==> src/rtl/asg_seq_pkg.sv <==
// Shared types and constants for the ASG bank sequencer: segment descriptor,
// table field selects and sequencer states.
package asg_seq_pkg;

  localparam int unsigned RSZ    = 14;
  localparam int unsigned SSZ    = 4;
  localparam int unsigned SEGS   = 1 << SSZ;
  localparam int unsigned PW     = RSZ + 16;
  localparam int unsigned AMP_W  = 14;
  localparam int unsigned NCYC_W = 16;

  localparam logic [2:0] FLD_AMP  = 3'd0;
  localparam logic [2:0] FLD_DC   = 3'd1;
  localparam logic [2:0] FLD_SIZE = 3'd2;
  localparam logic [2:0] FLD_STEP = 3'd3;
  localparam logic [2:0] FLD_OFS  = 3'd4;
  localparam logic [2:0] FLD_NCYC = 3'd5;

  typedef enum logic [2:0] {
    IDLE,
    LOAD0,
    LOAD1,
    RUN,
    FETCH,
    DONE
  } state_e;

  typedef struct packed {
    logic [AMP_W-1:0]  amp;
    logic [AMP_W-1:0]  dc;
    logic [PW-1:0]     size;
    logic [PW-1:0]     step;
    logic [PW-1:0]     ofs;
    logic [NCYC_W-1:0] ncyc;
  } seg_t;

  // Successor of a segment index, wrapping to 0 at the sequence length.
  function automatic logic [SSZ-1:0] next_idx(input logic [SSZ-1:0] idx,
                                              input logic [SSZ:0]   len);
    return (((SSZ+1)'(idx) + (SSZ+1)'(1)) == len) ? '0 : idx + SSZ'(1);
  endfunction

endpackage

==> src/rtl/asg_seq_table.sv <==
// Segment descriptor table: per-field arrays, CPU write port, 1-cycle load port.
// Readback port is present only when ASG_SEQ_READBACK_EN is defined.
module asg_seq_table
  import asg_seq_pkg::*;
(
  input  logic           clk_i,
  input  logic           we_i,
  input  logic [SSZ+2:0] addr_i,
  input  logic [31:0]    wdata_i,
  input  logic [SSZ-1:0] rd_idx_i,
  output seg_t           rd_seg_o,
  output logic [31:0]    rdata_o
);

  logic [AMP_W-1:0]  amp_q  [SEGS];
  logic [AMP_W-1:0]  dc_q   [SEGS];
  logic [PW-1:0]     size_q [SEGS];
  logic [PW-1:0]     step_q [SEGS];
  logic [PW-1:0]     ofs_q  [SEGS];
  logic [NCYC_W-1:0] ncyc_q [SEGS];
  seg_t              rd_seg_q;

  logic [SSZ-1:0] a_idx;
  logic [2:0]     a_fld;
  logic           unused_wbits;

  assign a_idx = addr_i[SSZ+2:3];
  assign a_fld = addr_i[2:0];
  // upper write bits exceed every field width
  assign unused_wbits = ^wdata_i[31:PW];

  always_ff @(posedge clk_i) begin
    if (we_i) begin
      case (a_fld)
        FLD_AMP:  amp_q[a_idx]  <= wdata_i[AMP_W-1:0];
        FLD_DC:   dc_q[a_idx]   <= wdata_i[AMP_W-1:0];
        FLD_SIZE: size_q[a_idx] <= wdata_i[PW-1:0];
        FLD_STEP: step_q[a_idx] <= wdata_i[PW-1:0];
        FLD_OFS:  ofs_q[a_idx]  <= wdata_i[PW-1:0];
        FLD_NCYC: ncyc_q[a_idx] <= wdata_i[NCYC_W-1:0];
        default: ;
      endcase
    end
    rd_seg_q <= '{amp:  amp_q[rd_idx_i],  dc:   dc_q[rd_idx_i],
                  size: size_q[rd_idx_i], step: step_q[rd_idx_i],
                  ofs:  ofs_q[rd_idx_i],  ncyc: ncyc_q[rd_idx_i]};
  end

  assign rd_seg_o = rd_seg_q;

`ifdef ASG_SEQ_READBACK_EN
  logic [31:0] rdata_q;

  always_ff @(posedge clk_i) begin
    case (a_fld)
      FLD_AMP:  rdata_q <= 32'(amp_q[a_idx]);
      FLD_DC:   rdata_q <= 32'(dc_q[a_idx]);
      FLD_SIZE: rdata_q <= 32'(size_q[a_idx]);
      FLD_STEP: rdata_q <= 32'(step_q[a_idx]);
      FLD_OFS:  rdata_q <= 32'(ofs_q[a_idx]);
      FLD_NCYC: rdata_q <= 32'(ncyc_q[a_idx]);
      default:  rdata_q <= '0;
    endcase
  end

  assign rdata_o = rdata_q;
`else
  assign rdata_o = '0;
`endif

endmodule

==> src/rtl/asg_bank_sequencer.sv <==
// Walks a double-buffered ASG channel through a segment list, refilling the
// vacated bank on each swap. Table readback enabled by ASG_SEQ_READBACK_EN.
module asg_bank_sequencer
  import asg_seq_pkg::*;
(
  input  logic              dac_clk_i,
  input  logic              dac_rst_i,
  input  logic              tbl_we_i,
  input  logic [SSZ+2:0]    tbl_addr_i,
  input  logic [31:0]       tbl_wdata_i,
  output logic [31:0]       tbl_rdata_o,
  input  logic [SSZ:0]      seq_len_i,
  input  logic              seq_loop_i,
  input  logic              seq_start_i,
  input  logic              seq_stop_i,
  input  logic              cur_buf_i,
  output logic [AMP_W-1:0]  b0_amp_o,
  output logic [AMP_W-1:0]  b0_dc_o,
  output logic [PW-1:0]     b0_size_o,
  output logic [PW-1:0]     b0_step_o,
  output logic [PW-1:0]     b0_ofs_o,
  output logic [NCYC_W-1:0] b0_ncyc_o,
  output logic [AMP_W-1:0]  b1_amp_o,
  output logic [AMP_W-1:0]  b1_dc_o,
  output logic [PW-1:0]     b1_size_o,
  output logic [PW-1:0]     b1_step_o,
  output logic [PW-1:0]     b1_ofs_o,
  output logic [NCYC_W-1:0] b1_ncyc_o,
  output logic              ch_rst_o,
  output logic              busy_o,
  output logic              done_o,
  output logic [SSZ-1:0]    seg_idx_o
);

  state_e         state_q, state_d;
  logic [SSZ:0]   len_q, len_d;
  logic           loop_q, loop_d, last_q, last_d, cb_q, cb_d, v_q, v_d;
  logic [SSZ-1:0] nxt_q, nxt_d, seg_idx_q, seg_idx_d;
  seg_t           b0_q, b0_d, b1_q, b1_d, rd_seg;
  logic           ch_rst_q, ch_rst_d, busy_q, busy_d, done_q, done_d;
  logic [SSZ-1:0] rd_idx_c, n1_c, fin_c;
  logic           swap_c;

  asg_seq_table u_table (
    .clk_i    (dac_clk_i),
    .we_i     (tbl_we_i),
    .addr_i   (tbl_addr_i),
    .wdata_i  (tbl_wdata_i),
    .rd_idx_i (rd_idx_c),
    .rd_seg_o (rd_seg),
    .rdata_o  (tbl_rdata_o)
  );

  assign swap_c = cur_buf_i ^ cb_q;
  assign n1_c   = (len_q > (SSZ+1)'(1)) ? SSZ'(1) : '0;
  assign fin_c  = SSZ'(len_q - (SSZ+1)'(1));

  always_comb begin
    state_d   = state_q;
    len_d     = len_q;
    loop_d    = loop_q;
    last_d    = last_q;
    cb_d      = cb_q;
    v_d       = v_q;
    nxt_d     = nxt_q;
    seg_idx_d = seg_idx_q;
    b0_d      = b0_q;
    b1_d      = b1_q;
    rd_idx_c  = '0;

    if (seq_stop_i) begin
      state_d = IDLE;
    end else begin
      case (state_q)
        IDLE: if (seq_start_i) begin
          len_d     = (seq_len_i == '0) ? (SSZ+1)'(1) : seq_len_i;
          loop_d    = seq_loop_i;
          seg_idx_d = '0;
          state_d   = LOAD0;
        end
        LOAD0: begin
          b0_d     = rd_seg;
          rd_idx_c = n1_c;
          state_d  = LOAD1;
        end
        LOAD1: begin
          b1_d    = rd_seg;
          nxt_d   = next_idx(n1_c, len_q);
          last_d  = (len_q == (SSZ+1)'(1)) || ((len_q == (SSZ+1)'(2)) && !loop_q);
          cb_d    = cur_buf_i;
          state_d = RUN;
        end
        RUN: begin
          cb_d = cur_buf_i;
          if (swap_c) begin
            // Ends only once the final segment itself has finished playing.
            if (last_q && (seg_idx_q == fin_c)) begin
              state_d = DONE;
            end else begin
              seg_idx_d = next_idx(seg_idx_q, len_q);
              if (!last_q) begin
                v_d      = cb_q;
                rd_idx_c = nxt_q;
                state_d  = FETCH;
              end
            end
          end
        end
        FETCH: begin
          if (v_q) b1_d = rd_seg;
          else     b0_d = rd_seg;
          if ((nxt_q == fin_c) && !loop_q) last_d = 1'b1;
          nxt_d   = next_idx(nxt_q, len_q);
          state_d = RUN;
        end
        DONE:    state_d = IDLE;
        default: state_d = IDLE;
      endcase
    end

    ch_rst_d = (state_d != RUN) && (state_d != FETCH);
    busy_d   = (state_d == LOAD0) || (state_d == LOAD1) ||
               (state_d == RUN)   || (state_d == FETCH);
    done_d   = (state_d == DONE);
  end

  always_ff @(posedge dac_clk_i) begin
    if (dac_rst_i) begin
      state_q   <= IDLE;
      len_q     <= (SSZ+1)'(1);
      loop_q    <= 1'b0;
      last_q    <= 1'b0;
      cb_q      <= 1'b0;
      v_q       <= 1'b0;
      nxt_q     <= '0;
      seg_idx_q <= '0;
      b0_q      <= '0;
      b1_q      <= '0;
      ch_rst_q  <= 1'b1;
      busy_q    <= 1'b0;
      done_q    <= 1'b0;
    end else begin
      state_q   <= state_d;
      len_q     <= len_d;
      loop_q    <= loop_d;
      last_q    <= last_d;
      cb_q      <= cb_d;
      v_q       <= v_d;
      nxt_q     <= nxt_d;
      seg_idx_q <= seg_idx_d;
      b0_q      <= b0_d;
      b1_q      <= b1_d;
      ch_rst_q  <= ch_rst_d;
      busy_q    <= busy_d;
      done_q    <= done_d;
    end
  end

  assign b0_amp_o  = b0_q.amp;
  assign b0_dc_o   = b0_q.dc;
  assign b0_size_o = b0_q.size;
  assign b0_step_o = b0_q.step;
  assign b0_ofs_o  = b0_q.ofs;
  assign b0_ncyc_o = b0_q.ncyc;
  assign b1_amp_o  = b1_q.amp;
  assign b1_dc_o   = b1_q.dc;
  assign b1_size_o = b1_q.size;
  assign b1_step_o = b1_q.step;
  assign b1_ofs_o  = b1_q.ofs;
  assign b1_ncyc_o = b1_q.ncyc;
  assign ch_rst_o  = ch_rst_q;
  assign busy_o    = busy_q;
  assign done_o    = done_q;
  assign seg_idx_o = seg_idx_q;

endmodule

==> config.mk <==
export PLATFORM = sky130hd
export DESIGN_NAME = asg_bank_sequencer
export DESIGN_NICKNAME = d
export VERILOG_FILES = /design/src/rtl/asg_seq_pkg.sv /design/src/rtl/asg_seq_table.sv /design/src/rtl/asg_bank_sequencer.sv
export SDC_FILE = /design/constraint.sdc
export NUM_CORES = 2
export LEC_CHECK = 0
export CORE_ASPECT_RATIO = 0.8
export CORE_UTILIZATION = 50
export CTS_CLUSTER_DIAMETER = 40
export CTS_CLUSTER_SIZE = 8
export DETAILED_ROUTE_END_ITERATION = 10
export DONT_BUFFER_PORTS = 1
export HOLD_SLACK_MARGIN = 0.03
export PLACE_DENSITY = 0.76
export SETUP_SLACK_MARGIN = 0.02
export SKIP_LAST_GASP = 1
export SLEW_MARGIN = 10
export SYNTH_ARGS = -nofsm -noshare
export SYNTH_HDL_FRONTEND = slang
export SYNTH_HIERARCHICAL = 1
export SYNTH_SLANG_ARGS = --single-unit
==> constraint.sdc <==
create_clock -name dac_clk_i -period 4.1 [get_ports dac_clk_i]
set_input_delay 0.205 -clock dac_clk_i [delete_from_list [all_inputs] [get_ports dac_clk_i]]
set_output_delay 0.205 -clock dac_clk_i [all_outputs]
set_load 0.02 [all_outputs]
Yosys cells after proc, flatten, opt, wreduce, memory -nomap -nowiden
Memories as Yosys holds them, arrays and structs flattened. A register that Yosys moved wholly into a read port is not among the register bits. Index checks and enable logic that the tools add are counted.

$add $sub $neg: 7. Order comparisons: 1. Equality and inequality tests: 29. Mux-type cells: 45. Bitwise operators: 4. Reductions and logical operators: 25.

Operators by type and width (count): $pmux 134 s2 (2); $mux 134 (2); $mux 4 (9); $pmux 4 s2 (3); $mux 1 (20); $eq 3x2->1 const B (6); $eq 3x3->1 const B (5); $mux 3 (5); $ne 2x2->1 const B (6); $pmux 3 s4 (1); $reduce_and 3->1 (4); $add 4x1->5 const B (2); $eq 5x5->1 (2); $reduce_and 5->1 (2); $eq 3x1->1 const B (3); $add 4x1->4 const B (2); $eq 4x4->1 (2); $logic_not 3->1 (2); $reduce_bool 2->1 (3); $eq 2x5->1 (1); $eq 5x1->1 const B (1); $eq 5x2->1 const B (1); $gt 5x1->1 const B (1); $logic_not 5->1 (1); 14 further kinds (25).

Register bits after elaboration: 291. Bits in writable memories: 2144. Input bits: 51. Memories kept: 6.

Memory list: u_table.ofs_q (depth 16, width 30, rd ports 1, clocked after memory_dff 1, write ports 1, RTL line asg_seq_table.sv:19) `logic [PW-1:0] ofs_q [SEGS];`; u_table.size_q (depth 16, width 30, rd ports 1, clocked after memory_dff 1, write ports 1, RTL line asg_seq_table.sv:17) `logic [PW-1:0] size_q [SEGS];`; u_table.step_q (depth 16, width 30, rd ports 1, clocked after memory_dff 1, write ports 1, RTL line asg_seq_table.sv:18) `logic [PW-1:0] step_q [SEGS];`; u_table.ncyc_q (depth 16, width 16, rd ports 1, clocked after memory_dff 1, write ports 1, RTL line asg_seq_table.sv:20) `logic [NCYC_W-1:0] ncyc_q [SEGS];`; u_table.amp_q (depth 16, width 14, rd ports 1, clocked after memory_dff 1, write ports 1, RTL line asg_seq_table.sv:15) `logic [AMP_W-1:0] amp_q [SEGS];`; u_table.dc_q (depth 16, width 14, rd ports 1, clocked after memory_dff 1, write ports 1, RTL line asg_seq_table.sv:16) `logic [AMP_W-1:0] dc_q [SEGS];`.

Logic depth before layout (Yosys ltp)
Word-level depth: 11. Depth in mapped cells: 14. Gate-level depth less buffers: 9.

Hierarchy
Netlist, hierarchy kept.

By module, submodules not included: asg_seq_table (times used 1, cells an instance 3686, area each 83998.1 um^2); asg_bank_sequencer (times used 1, cells an instance 1352, area each 10692.8 um^2).

Least setup slack after synthesis
Ideal clock, no wire load.

Path kind: reg2reg. From: register state_q[1]. To: register u_table/rd_seg_o[22] (netlist name). Data arrival time: 2.754 ns. Data required time: 3.965 ns. Slack: 1.210 ns. Cell stages (with the launch flop): 14. Path buffers: 5. Clock period less this slack: 2.890 ns. Path through: dfxtp_1 buf_2 nand2_1 or3_1 nor2_2 nand2_1 nand2_1 clkbuf_2 buf_6 buf_2 buf_2 mux2_2 a221oi_1 a22oi_1.

Word-level cells in the longest chain between the ends: 3. Elaborated cells on any way between the ends: 4.

Ends and longest elaborated chain: start, declared (RTL line asg_bank_sequencer.sv:35) `state_e state_q, state_d;`; start signal, assigned (RTL line asg_bank_sequencer.sv:143) `state_q <= state_d;`; $eq 3x2->1 / $eq 3x1->1 (equally long branches) (RTL line asg_bank_sequencer.sv:74) `case (state_q)`; $pmux 4 s2 (*) (RTL line asg_bank_sequencer.sv:74); $mux 4 (*) (RTL line asg_bank_sequencer.sv:71) `if (seq_stop_i) begin`; named net rd_idx_c[0] (RTL line asg_bank_sequencer.sv:41) `logic [SSZ-1:0] rd_idx_c, n1_c, fin_c;`.

The timed path passes the listed nets; every way through them passes the cells marked *. A chain may end at the register's enable or synchronous reset.

Final worst setup path
From: register cb_q. To: register u_table/rd_seg_o[2] (netlist name).

Word-level cells in the longest chain between the ends: 4.

Ends and longest elaborated chain: start, declared (RTL line asg_bank_sequencer.sv:37) `logic loop_q, loop_d, last_q, last_d, cb_q, cb_d, v_q, v_d;`; start signal, assigned (RTL line asg_bank_sequencer.sv:133) `cb_q <= 1'b0;`; start signal, assigned (RTL line asg_bank_sequencer.sv:147) `cb_q <= cb_d;`; $xor 1x1->1 (RTL line asg_bank_sequencer.sv:54) `assign swap_c = cur_buf_i ^ cb_q;`; $mux 4 (RTL line asg_bank_sequencer.sv:95) `if (swap_c) begin`; $pmux 4 s2 (RTL line asg_bank_sequencer.sv:74); $mux 4 (RTL line asg_bank_sequencer.sv:71); named net rd_idx_c[1] (RTL line asg_bank_sequencer.sv:41).

The timed path passes the listed nets, and every way through them passes these cells.

==> results.ini <==
[setup_path]
cp-startpoint=cb_q$_SDFFE_PP0P_
worst_ep_arrival_time_ps=4510
crit_top_cell=nand2_1
worstSetupStartpointType=flop
crit_path_end_kind=flop
worstSetupPathType=flop to flop
cp.required_ps=4860
worstPathMaxFanout=48
critPathMaxStageDelay_ps=550
crit_chain=xor2_1, nand2_1, or3_1, nor2_2, and2_4, buf_12, buf_4, mux4_2, a22oi_1, nand2_1
crit_slowest_cell=and2_4
r2r_start=cb_q$_SDFFE_PP0P_

[timing]
finalCriticalPeriod_ps=3750
tns_ps=0
slew_viol_final=0
hold_slack_ps=143
grt_setup_unrepaired=no
fin_crit_sh=0.914
fmax_mhz=267
setup_viol_count_final=0
maxSlewHeadroom=0.0575
final-hold-violation-count=0
skew_ps=104
worstMarginPinSlew_ps=1410

[synth]
synth_seq_cells=2569
ys_seq_area_frac=0.770
netlist_instances=5038
synthDistinctLibCells=65
synth_edf_count=2144
synthFlopType=edfxtp_1
async_flop_share=0
syn_avg_cell_area_sq_um=18.8
yosysTopAreaCellShare=0.680
syn_area_sq_mm=0.0947
synth_area_leader_cell=edfxtp_1
ys_top_cells_by_area=edfxtp_1 68%, mux4_2 12%, dfxtp_1 9.0%, nand2_1 2.6%, a22oi_1 1.6%
yosysWarnings=6

[grt]
grt_max_degree=239
grt_first_pass_wirelength_um=364000
overflow=0
grt_pass1_vias=53500
grt_usage=0.264
antenna_found_initial=11

[pwr]
ir_drop_mv=0.344
total_power_mw=58.6
p_leak_nw=36.2
powerDensity_mw_per_mm2=518

[clocking]
cts_max_path_buffers=4
path_clk_slew_ps=50
cts-root-buf=clkbuf_16
clock_latency_ps=960
cts_sinks=2569
post_cts_buffers=0
cts_tree=built
numCtsBuffers=385
h-tree-depth=5

[place]
port_buffers=0
postPlaceCellArea_sq_mm=0.0987
place.gp.congestion=0.793
dpl.hpwl_um=132000

[die]
die_width_um=489
die_area_sq_mm=0.191
die_h_um=391
initial_core_util=0.505
num_io_pins=358
core_sq_mm=0.188
row_count=142

[final_layout]
drive_gt1_frac=0.220
syn_to_final_growth_pct=19.6
finalInstanceArea_sq_mm=0.113
final_common_cell=edfxtp_1
final_nets=5687
mostFrequentLayoutCells=2144 x edfxtp_1, 656 x nand2_1, 488 x mux4_2

[detailed_routing]
drt_pass1_iterations=9
via_count=52700
drt_iter0_drc=7413
routed_wl_um=255000
drt-vias-per-instance=6.26
drc=0
wire_per_inst_um=30.3
ant_nets=0

[min_path]
hold_class=input pin to flop
worstHoldStart=dac_rst_i

[flow_run]
cap_viol_max_count=0

[run_status]
status=complete, no violations

-- state kept, by name, summed over array words and instances, names as in the netlist, 5 cells and up --
signal / cells
b0_ofs_o: 30
b0_amp_o: 14
b1_ofs_o: 30
u_table/amp_q: 224
b0_dc_o: 14
b1_dc_o: 14
u_table/dc_q: 224
len_q: 5
b1_step_o: 30
b0_step_o: 30
u_table/ofs_q: 480
u_table/size_q: 480
b0_size_o: 30
u_table/ncyc_q: 256
u_table/rd_seg_o: 134
b1_ncyc_o: 16
b1_amp_o: 14
b1_size_o: 30
u_table/step_q: 480
b0_ncyc_o: 16
-- kinds of logic after synthesis --
logic type,Yosys count,share of synthesized area
xor gates and xnor gates,20,0.00193
AOI/OAI and AO/OA,603,0.0408
and+or+nand+nor,895,0.0386
other,1,0.0000396
muxes,612,0.130
adders and majority gates,5,0.000661
buffers and inverters,333,0.0181
DFF,2569,0.770
-- cell usage after synthesis (14+ instances only) --
cell type	count
nand2b_1	14
buf_2	104
mux2_2	69
o21ai_0	22
buf_1	20
edfxtp_1	2144
dfxtp_1	425
nand3_1	15
o221ai_1	33
nand2_1	657
nor2_1	125
nor2b_1	51
mux4_2	488
a22oi_1	204
mux2i_1	55
buf_4	75
clkbuf_1	117
o22a_1	17
a21oi_1	278
-- power by group --
part	total, mW	switching (mW)	internal [mW]
logic	1.18	0.802	0.379
clock network	28.8	11.0	17.9
registers	28.6	0.137	28.4
total	58.6	11.9	46.7
-- through the flow --
stage / setup slack [ps] / cells / util
4_1_cts: 377 / 8417 / 0.603
2_1_floorplan: 1210 / 5069 / -
3_5_place_dp: 463 / 7464 / 0.526
6_report: 352 / 8419 / 0.603
5_1_grt: 143 / 8417 / 0.603
3_3_place_gp: 535 / 7464 / 0.526
-- final cells by class --
cell class | instances | area, sq um
antenna | 2 | 5.00
clock buffer | 628 | 10700
clock inverter | 25 | 324
fill | 12500 | 74400
inverter | 9 | 33.8
multi-input combinational | 2167 | 20700
sequential | 2569 | 72900
tap | 2520 | 3150
timing repair buffer | 499 | 5370
-- critical path, delay by kind of cell, from the launching register on --
| kind | cells | cell delay [ps] |
|---|---|---|
| xor+xnor | 1 | 280 |
| mux | 1 | 360 |
| buf+inv | 2 | 740 |
| simple gates | 5 | 1520 |
| compound gates | 1 | 240 |
| flops | 1 | 360 |
-- per-layer routing --
| layer | global-route usage | vias to the layer above | wire length, um |
|---|---|---|---|
| met5 | 0 | - | 45 |
| met4 | 0.107 | 8 | 9970 |
| met3 | 0.0610 | 581 | 30500 |
| met2 | 0.418 | 3890 | 121000 |
| met1 | 0.356 | 27100 | 93700 |
| li1 | - | 21100 | - |
-- path summary, 6_finish.rpt --
kind	to	slack, ps	cells after the start
hold reg to reg	b1_step_o[22]$_SDFFE_PP0P_	440	2
setup / recovery	u_table/rd_seg_o[2]$_DFF_P_	350	10
setup reg to reg	u_table/rd_seg_o[2]$_DFF_P_	350	10
hold / removal	nxt_q[1]$_SDFFE_PP0P_	140	3
-- what timing repair did --
action,in CTS,in global routing
resized for setup,0,0
hold buffers,300,0
hold endpoints to repair,2441,0
setup endpoints to repair,0,0
Power figures use the tool's default switching activity.
